$ cat src/rtl/fft_agu_pkg.sv
// fft_consts: shared constants and types for the FFT datapath.
//   DEF_N_POINTS / DEF_LOG2N / DEF_PIPE_LAT : default FFT size, address width
//                                            and read-to-result latency
//   FP_BITS / FRAC_BITS / complex_t         : sample format used by the butterfly
//   agu_state_t                             : sequencing states of fft_agu
package fft_consts;

    localparam int DEF_N_POINTS = 64;
    localparam int DEF_LOG2N    = $clog2(DEF_N_POINTS);
    // 1 cycle synchronous RAM/ROM read + 4 cycle butterfly pipeline
    localparam int DEF_PIPE_LAT = 5;

    localparam int FP_BITS   = 16;
    localparam int FRAC_BITS = 14;

    typedef struct packed {
        logic signed [FP_BITS-1:0] re;
        logic signed [FP_BITS-1:0] im;
    } complex_t;

    typedef enum logic [1:0] {
        AGU_IDLE  = 2'd0,
        AGU_ISSUE = 2'd1,
        AGU_DRAIN = 2'd2,
        AGU_DONE  = 2'd3
    } agu_state_t;

endpackage

$ cat src/rtl/fft_agu_if.sv
// fft_agu_if: memory-side bus of the FFT address generator.
//   rd_en / rd_addr_a / rd_addr_b / tw_idx : sample RAM A/B read and twiddle ROM read
//   wr_en / wr_addr_a / wr_addr_b          : in-place write-back of butterfly results
// master = address generator, slave = RAM/ROM side.
interface fft_agu_if #(
    parameter int LOG2N = fft_consts::DEF_LOG2N
);
    logic             rd_en;
    logic [LOG2N-1:0] rd_addr_a;
    logic [LOG2N-1:0] rd_addr_b;
    logic [LOG2N-2:0] tw_idx;
    logic             wr_en;
    logic [LOG2N-1:0] wr_addr_a;
    logic [LOG2N-1:0] wr_addr_b;

    modport master (
        output rd_en, rd_addr_a, rd_addr_b, tw_idx,
        output wr_en, wr_addr_a, wr_addr_b
    );

    modport slave (
        input rd_en, rd_addr_a, rd_addr_b, tw_idx,
        input wr_en, wr_addr_a, wr_addr_b
    );
endinterface

$ cat src/rtl/fft_agu_delay_line.sv
// agu_delay_line: WIDTH x DEPTH shift register with shift enable and async clear.
//   clk, rst_n : clock, asynchronous active-low clear of every stage
//   en         : shift enable (low freezes the whole line)
//   d / q      : line input / output DEPTH enabled cycles later
module agu_delay_line #(
    parameter int WIDTH = 1,
    parameter int DEPTH = 1
) (
    input  logic             clk,
    input  logic             rst_n,
    input  logic             en,
    input  logic [WIDTH-1:0] d,
    output logic [WIDTH-1:0] q
);
    logic [DEPTH-1:0][WIDTH-1:0] pipe;

    always_ff @(posedge clk or negedge rst_n) begin
        if (!rst_n) begin
            pipe <= '0;
        end else if (en) begin
            pipe[0] <= d;
            for (int i = 1; i < DEPTH; i++) pipe[i] <= pipe[i-1];
        end
    end

    assign q = pipe[DEPTH-1];
endmodule

$ cat src/rtl/fft_agu.sv
// fft_agu: address generator / sequencer for an in-place radix-2 DIT FFT.
//   clk, rst_n : clock, asynchronous active-low reset
//   start      : request a full FFT (accepted in IDLE only; latched if stalled)
//   stall      : freezes FSM, counters and write-back delay line
//   bfu_en     : butterfly pipeline enable (= ~stall)
//   bus        : read pair + twiddle index, and delayed write-back pair
//   stage      : stage currently issuing
//   busy       : run in progress (ISSUE/DRAIN)
//   done       : completion pulse
module fft_agu
    import fft_consts::*;
#(
    parameter int N_POINTS = DEF_N_POINTS,
    parameter int LOG2N    = $clog2(N_POINTS),
    parameter int PIPE_LAT = DEF_PIPE_LAT
) (
    input  logic                       clk,
    input  logic                       rst_n,
    input  logic                       start,
    input  logic                       stall,
    output logic                       bfu_en,
    fft_agu_if.master                  bus,
    output logic [$clog2(LOG2N)-1:0]   stage,
    output logic                       busy,
    output logic                       done
);
    localparam int HALF_N = N_POINTS / 2;
    localparam int KW     = LOG2N - 1;
    localparam int SW     = $clog2(LOG2N);
    localparam int DW     = $clog2(PIPE_LAT + 1);
    localparam int LW     = 1 + 2 * LOG2N;

    agu_state_t    state, state_nx;
    logic [KW-1:0] k, k_nx;
    logic [SW-1:0] s, s_nx;
    logic [DW-1:0] dcnt, dcnt_nx;
    logic          pend, pend_nx;

    always_ff @(posedge clk or negedge rst_n) begin
        if (!rst_n) begin
            state <= AGU_IDLE;
            k     <= '0;
            s     <= '0;
            dcnt  <= '0;
            pend  <= 1'b0;
        end else begin
            state <= state_nx;
            k     <= k_nx;
            s     <= s_nx;
            dcnt  <= dcnt_nx;
            pend  <= pend_nx;
        end
    end

    always_comb begin
        state_nx = state;
        k_nx     = k;
        s_nx     = s;
        dcnt_nx  = dcnt;
        pend_nx  = pend;
        if (stall) begin
            // A start that arrives while frozen is remembered and taken on
            // the first non-stalled cycle.
            if (state == AGU_IDLE && start) pend_nx = 1'b1;
        end else begin
            case (state)
                AGU_IDLE: begin
                    if (start || pend) begin
                        state_nx = AGU_ISSUE;
                        k_nx     = '0;
                        s_nx     = '0;
                        pend_nx  = 1'b0;
                    end
                end
                AGU_ISSUE: begin
                    if (k == KW'(HALF_N - 1)) begin
                        state_nx = AGU_DRAIN;
                        dcnt_nx  = '0;
                    end else begin
                        k_nx = k + KW'(1);
                    end
                end
                AGU_DRAIN: begin
                    // Wait until the last write of this stage has landed so
                    // the next stage never reads stale data.
                    if (dcnt == DW'(PIPE_LAT - 1)) begin
                        if (s == SW'(LOG2N - 1)) begin
                            state_nx = AGU_DONE;
                        end else begin
                            state_nx = AGU_ISSUE;
                            s_nx     = s + SW'(1);
                            k_nx     = '0;
                        end
                    end else begin
                        dcnt_nx = dcnt + DW'(1);
                    end
                end
                AGU_DONE: begin
                    state_nx = AGU_IDLE;
                    s_nx     = '0;
                end
                default: state_nx = AGU_IDLE;
            endcase
        end
    end

    // Butterfly k of stage s: groups of 2*half, p = position inside the group.
    logic [LOG2N-1:0] kx, half, p, base, tw_full, addr_a, addr_b;
    logic [SW:0]      s1;
    logic [SW-1:0]    tsh;
    logic             issuing;

    always_comb begin
        kx      = {1'b0, k};
        half    = LOG2N'(1) << s;
        p       = kx & (half - LOG2N'(1));
        s1      = (SW+1)'(s) + (SW+1)'(1);
        base    = (kx >> s) << s1;
        tsh     = SW'(LOG2N - 1) - s;
        tw_full = p << tsh;
    end

    // Addresses are zero outside ISSUE so idle/reset outputs are all-zero and
    // the delay line fills with zeros during drain.
    assign issuing = (state == AGU_ISSUE);
    assign addr_a  = issuing ? (base | p) : '0;
    assign addr_b  = issuing ? (addr_a + half) : '0;

    assign bus.rd_en     = issuing & ~stall;
    assign bus.rd_addr_a = addr_a;
    assign bus.rd_addr_b = addr_b;
    assign bus.tw_idx    = issuing ? tw_full[LOG2N-2:0] : '0;

    logic [LW-1:0] dl_q;
    logic          wr_v;

    agu_delay_line #(
        .WIDTH (LW),
        .DEPTH (PIPE_LAT)
    ) u_wb_dly (
        .clk   (clk),
        .rst_n (rst_n),
        .en    (~stall),
        .d     ({issuing, addr_a, addr_b}),
        .q     (dl_q)
    );

    assign {wr_v, bus.wr_addr_a, bus.wr_addr_b} = dl_q;
    assign bus.wr_en = wr_v & ~stall;

    assign bfu_en = ~stall;
    assign busy   = (state == AGU_ISSUE) || (state == AGU_DRAIN);
    assign done   = (state == AGU_DONE);
    assign stage  = s;
endmodule
$ cat src/flat_wrapper.sv
// flat-port wrapper written by rule: the top's interface ports become plain ports
module fft_agu_flat import fft_consts::*;
#(
    parameter int N_POINTS = DEF_N_POINTS,
    parameter int LOG2N    = $clog2(N_POINTS),
    parameter int PIPE_LAT = DEF_PIPE_LAT
)
  (clk, rst_n, start, stall, bfu_en, stage, busy, done, bus_rd_en, bus_rd_addr_a, bus_rd_addr_b, bus_tw_idx, bus_wr_en, bus_wr_addr_a, bus_wr_addr_b);
  fft_agu_if #(.LOG2N(LOG2N)) bus_i ();
  input  logic clk;
  input  logic rst_n;
  input  logic start;
  input  logic stall;
  output logic bfu_en;
  output logic [$clog2(LOG2N)-1:0] stage;
  output logic busy;
  output logic done;
  output wire logic [$bits(bus_i.rd_en)-1:0] bus_rd_en;
  output wire logic [$bits(bus_i.rd_addr_a)-1:0] bus_rd_addr_a;
  output wire logic [$bits(bus_i.rd_addr_b)-1:0] bus_rd_addr_b;
  output wire logic [$bits(bus_i.tw_idx)-1:0] bus_tw_idx;
  output wire logic [$bits(bus_i.wr_en)-1:0] bus_wr_en;
  output wire logic [$bits(bus_i.wr_addr_a)-1:0] bus_wr_addr_a;
  output wire logic [$bits(bus_i.wr_addr_b)-1:0] bus_wr_addr_b;
  assign bus_rd_en = bus_i.rd_en;
  assign bus_rd_addr_a = bus_i.rd_addr_a;
  assign bus_rd_addr_b = bus_i.rd_addr_b;
  assign bus_tw_idx = bus_i.tw_idx;
  assign bus_wr_en = bus_i.wr_en;
  assign bus_wr_addr_a = bus_i.wr_addr_a;
  assign bus_wr_addr_b = bus_i.wr_addr_b;
  fft_agu #(.N_POINTS(N_POINTS), .LOG2N(LOG2N), .PIPE_LAT(PIPE_LAT)) u_core (.clk(clk), .rst_n(rst_n), .start(start), .stall(stall), .bfu_en(bfu_en), .bus(bus_i), .stage(stage), .busy(busy), .done(done));
endmodule
$ cat config.mk
export PLATFORM = sky130hd
export DESIGN_NAME = fft_agu_flat
export DESIGN_NICKNAME = d
export VERILOG_FILES = /design/src/rtl/fft_agu_pkg.sv /design/src/rtl/fft_agu_if.sv /design/src/rtl/fft_agu_delay_line.sv /design/src/rtl/fft_agu.sv /design/src/flat_wrapper.sv
export SDC_FILE = /design/constraint.sdc
export NUM_CORES = 1
export LEC_CHECK = 0
export BUFFER_PORTS_ARGS = -buffer_cell sky130_fd_sc_hd__buf_4
export CAP_MARGIN = 20
export CELL_PAD_IN_SITES_DETAIL_PLACEMENT = 1
export CELL_PAD_IN_SITES_GLOBAL_PLACEMENT = 2
export CORE_MARGIN = 5
export CORE_UTILIZATION = 37
export CTS_CLUSTER_SIZE = 28
export DETAILED_ROUTE_END_ITERATION = 16
export GPL_TIMING_DRIVEN = 0
export PLACE_DENSITY = 0.8
export SKIP_LAST_GASP = 1
export SLEW_MARGIN = 10
export SYNTH_ARGS = -nofsm -noshare
export SYNTH_HDL_FRONTEND = slang
export SYNTH_HIERARCHICAL = 1
export SYNTH_SLANG_ARGS = --single-unit
export TNS_END_PERCENT = 10
$ cat constraint.sdc
create_clock -name clk -period 3.4 [get_ports clk]
set_input_delay 0.34 -clock clk [delete_from_list [all_inputs] [get_ports clk]]
set_output_delay 0.34 -clock clk [all_outputs]
set_load 0.02 [all_outputs]
==> flow_summary.toml <==
[outcome]
status = "finished with violations"
violations = "setup timing"

[setup_path]
cpMaxStageDelayCell = "dfrtp_2"
endpoint = "bus_rd_addr_b[5]"
worstPathMaxFanout = 5
reg2reg_depth = 16
r2r_slack_ns = -0.03
path_buf_inv = 5
cp-startpoint = "u_core/stage[1]"
cp.required_ns = 3.06
arrival_ns = 3.56
r2r_start = "u_core/stage[1]"
crit_path_max_incr_delay_ns = 0.38
cp.depth = 17
rr_endpoint = "u_core/u_wb_dly/pipe[5]"
critPathTopFamily = "simple AND/OR/NAND/NOR gates"
setup.worst_path.end_class = "output pin"
cp-start-kind = "register"
critPathKind = "reg2out"
path_cells = "buf_6, clkbuf_16, clkinvlp_4, ha_4, buf_8, nand4b_1, o31a_1, or3_1, a21o_1, a21oi_4, ha_4, nor4bb_4, a311oi_1, nand3b_1, nor3_2, nor3b_4, buf_6"

[global_route]
antenna_found_initial = 0
grt_pass1_vias = 3187
grt_usage_pct = 14.6
overflow = 0
grt_pass1_wl_um = 16700
grt_max_degree = 80

[synthesis]
ys_ff_latch = 79
synth_largest_area_cell = "dfrtp_1"
syn_inst = 362
synthDistinctLibCells = 60
synth_top_area_share_pct = 44.6
syn_area_per_cell_um2 = 12.2
synth.area.top_cells = "dfrtp_1 (45%), mux2_4 (17%), ha_1 (6.5%), mux2_2 (4.6%), buf_4 (2.2%)"
ys_seq_area_share_pct = 44.6
synth_edf_count = 0
synthArstFlopShare_pct = 100
synth_flop_cell = "dfrtp_1"
syn_nets = 390
syn_area_um2 = 4430
synth_warnings = 6

[timing]
hold_viol_final = 0
period_minus_slack_ns = 3.90
post-route-period-util_pct = 115
worst_slew_pin_slew_ns = 0.539
clock.fmax_mhz = 257
fin_ws_ns = -0.495
fin_skew_ns = 0.00725
setup_viol = 6
rsz0062_at_grt = "yes"
relSlewSlack_pct = 64.1
slew_viol_final = 0
holdWs_ns = 0.304

[routing]
vias_per_cell = 5.11
drt-initial-drc-count = 139
num_vias = 2981
wirelength_um = 9980
drc = 0
final_antenna_net_count = 0
drt_pre_antenna_iters = 4
routedWlPerCell_um = 17.1

[cts]
cts_made_buffers = 9
clkTransAtPathRegs_ns = 0.06
htree_levels = 3
cts_buffer_depth = 2
root_buffer = "clkbuf_16"
cts_tree = "done"
clock_sinks = 79
clock_latency_ns = 0.32

[placement]
hpwl_um = 7320
finalWeightedCongestion = 0.796
dp_slack_ns = -0.649
port_buffers = 40
dpl.cell_count = 549

[power]
ir_drop_uv = 323
p_leak_nw = 2.72
power.density_nw_per_um2 = 686

[die]
num_rows = 40
die_w_um = 119
fp.coreArea_um2 = 11900
ios = 41
die_h_um = 119
start_util_pct = 37.4
die-area_um2 = 14300

[cells_and_area]
nets = 461
regArea_um2 = 1980
fin_cells = 583
syn_to_final_growth_pct = 25.3
fill_cells = 1242
drive_gt1_share_pct = 45.2
final_cell_mix = "dfrtp_1 (77), buf_4 (70), mux2_4 (51), nand2_1 (25), mux2_2 (18)"
diodes = 0
multi_input_area_um2 = 2300
final_common_cell = "dfrtp_1"

[min_path]
hp-class = "in2reg"

[flow_run]
cap_violations = 0
## state kept, by name, summed over array words and instances, names as in the netlist
register and count:
u_core/u_wb_dly/pipe 52, u_core/k 5, u_core/u_wb_dly/q 13, u_core/dcnt 3, u_core/pend 1, u_core/state 2, u_core/stage 3
## cells by family (layout without fill, tap and decap cells)
family | after synthesis | in the layout | synth area share [%]
multiplexers | 72 | 72 | 22.5
buffers and inverters | 46 | 120 | 6.55
AND/OR/NAND/NOR | 85 | 85 | 10.6
adder cells (fa/ha/maj) | 24 | 24 | 6.94
XOR/XNOR | 5 | 5 | 0.988
flip-flops | 79 | 79 | 44.6
AO/OA/AOI/OAI | 51 | 51 | 7.85
## cell type report
| class | instances | share of cell area (%) |
|---|---|---|
| Inverter | 17 | 1.31 |
| Clock buffer | 10 | 4.30 |
| Clock inverter | 4 | 0.856 |
| Tap cell | 147 | 3.31 |
| Multi-Input combinational cell | 237 | 41.4 |
| Sequential cell | 79 | 35.6 |
| Buffer | 29 | 4.60 |
| Timing Repair Buffer | 60 | 8.58 |
## per-stage QoR
step                      power [mW]  util (%)  area, µm²  setup TNS [ns]
after detailed placement        2.74      42.0       4980           -1.63
after CTS                       3.82      45.9       5440           -1.51
after floorplan                 2.31         -       4500          -0.569
after global placement          2.68      42.0       4980           -1.55
after global routing            4.07      46.8       5550           -2.32
final                           3.81      46.8       5550           -1.17
## synthesized netlist by cell type, drive strengths merged, types with 3 or more instances
cell     n
nor4     3
and2     5
mux2    69
nor2b    4
a211oi   5
nor3     5
clkbuf   5
dfrtp   79
ha      23
a21o     3
nor2    15
inv     16
nand2b   5
o31ai    4
mux2i    3
a21oi    8
nand2   25
o21ai   15
nand3    7
buf     24
xor2     3
and3     3
## power breakdown
group,switching [mW],internal (mW)
registers,0.152,1.16
clock network,0.342,0.577
logic,0.789,0.789
## worst reg2reg max path: cells and delay by family, from the launching register on
kind | cells | cell delay (ns)
simple gates | 5 | 0.97
compound gates | 4 | 0.71
fa+ha+maj | 2 | 0.54
buf+inv | 4 | 0.45
flops | 1 | 0.38
mux | 1 | 0.28
## worst min path at each step
stage | start | endpoint | slack (ns) | cells after the start
floorplan | rst_n | u_core/dcnt[0] | 0.04 | 0
global placement | u_core/u_wb_dly/pipe[12] | u_core/u_wb_dly/pipe[12] | 0.49 | 1
detailed placement | u_core/u_wb_dly/pipe[40] | u_core/u_wb_dly/q[1] | 0.49 | 1
CTS | rst_n | u_core/u_wb_dly/q[2] | 0.22 | 1
global route | start | u_core/pend | 0.34 | 3
finish | start | u_core/pend | 0.30 | 3
## per-layer routing
layer / vias up / part of all wire, % / track usage [%]
li1: 1405 / - / -
met1: 1496 / 43 / 17.7
met2: 60 / 52 / 25.7
met3: 20 / 2.9 / 3.13
met4: 0 / 2.0 / 4.58
met5: - / 0 / 0
## what timing repair did
action | in CTS | in global routing
gates cloned | 0 | 0
pin swaps | 10 | 8
buffers inserted | 15 | 3
hold buffers | 0 | 1
setup endpoints to repair | 7 | 7
gates resized for setup | 15 | 8
hold endpoints to repair | 0 | 20
No activity file was read; power rests on OpenSTA's default activity.
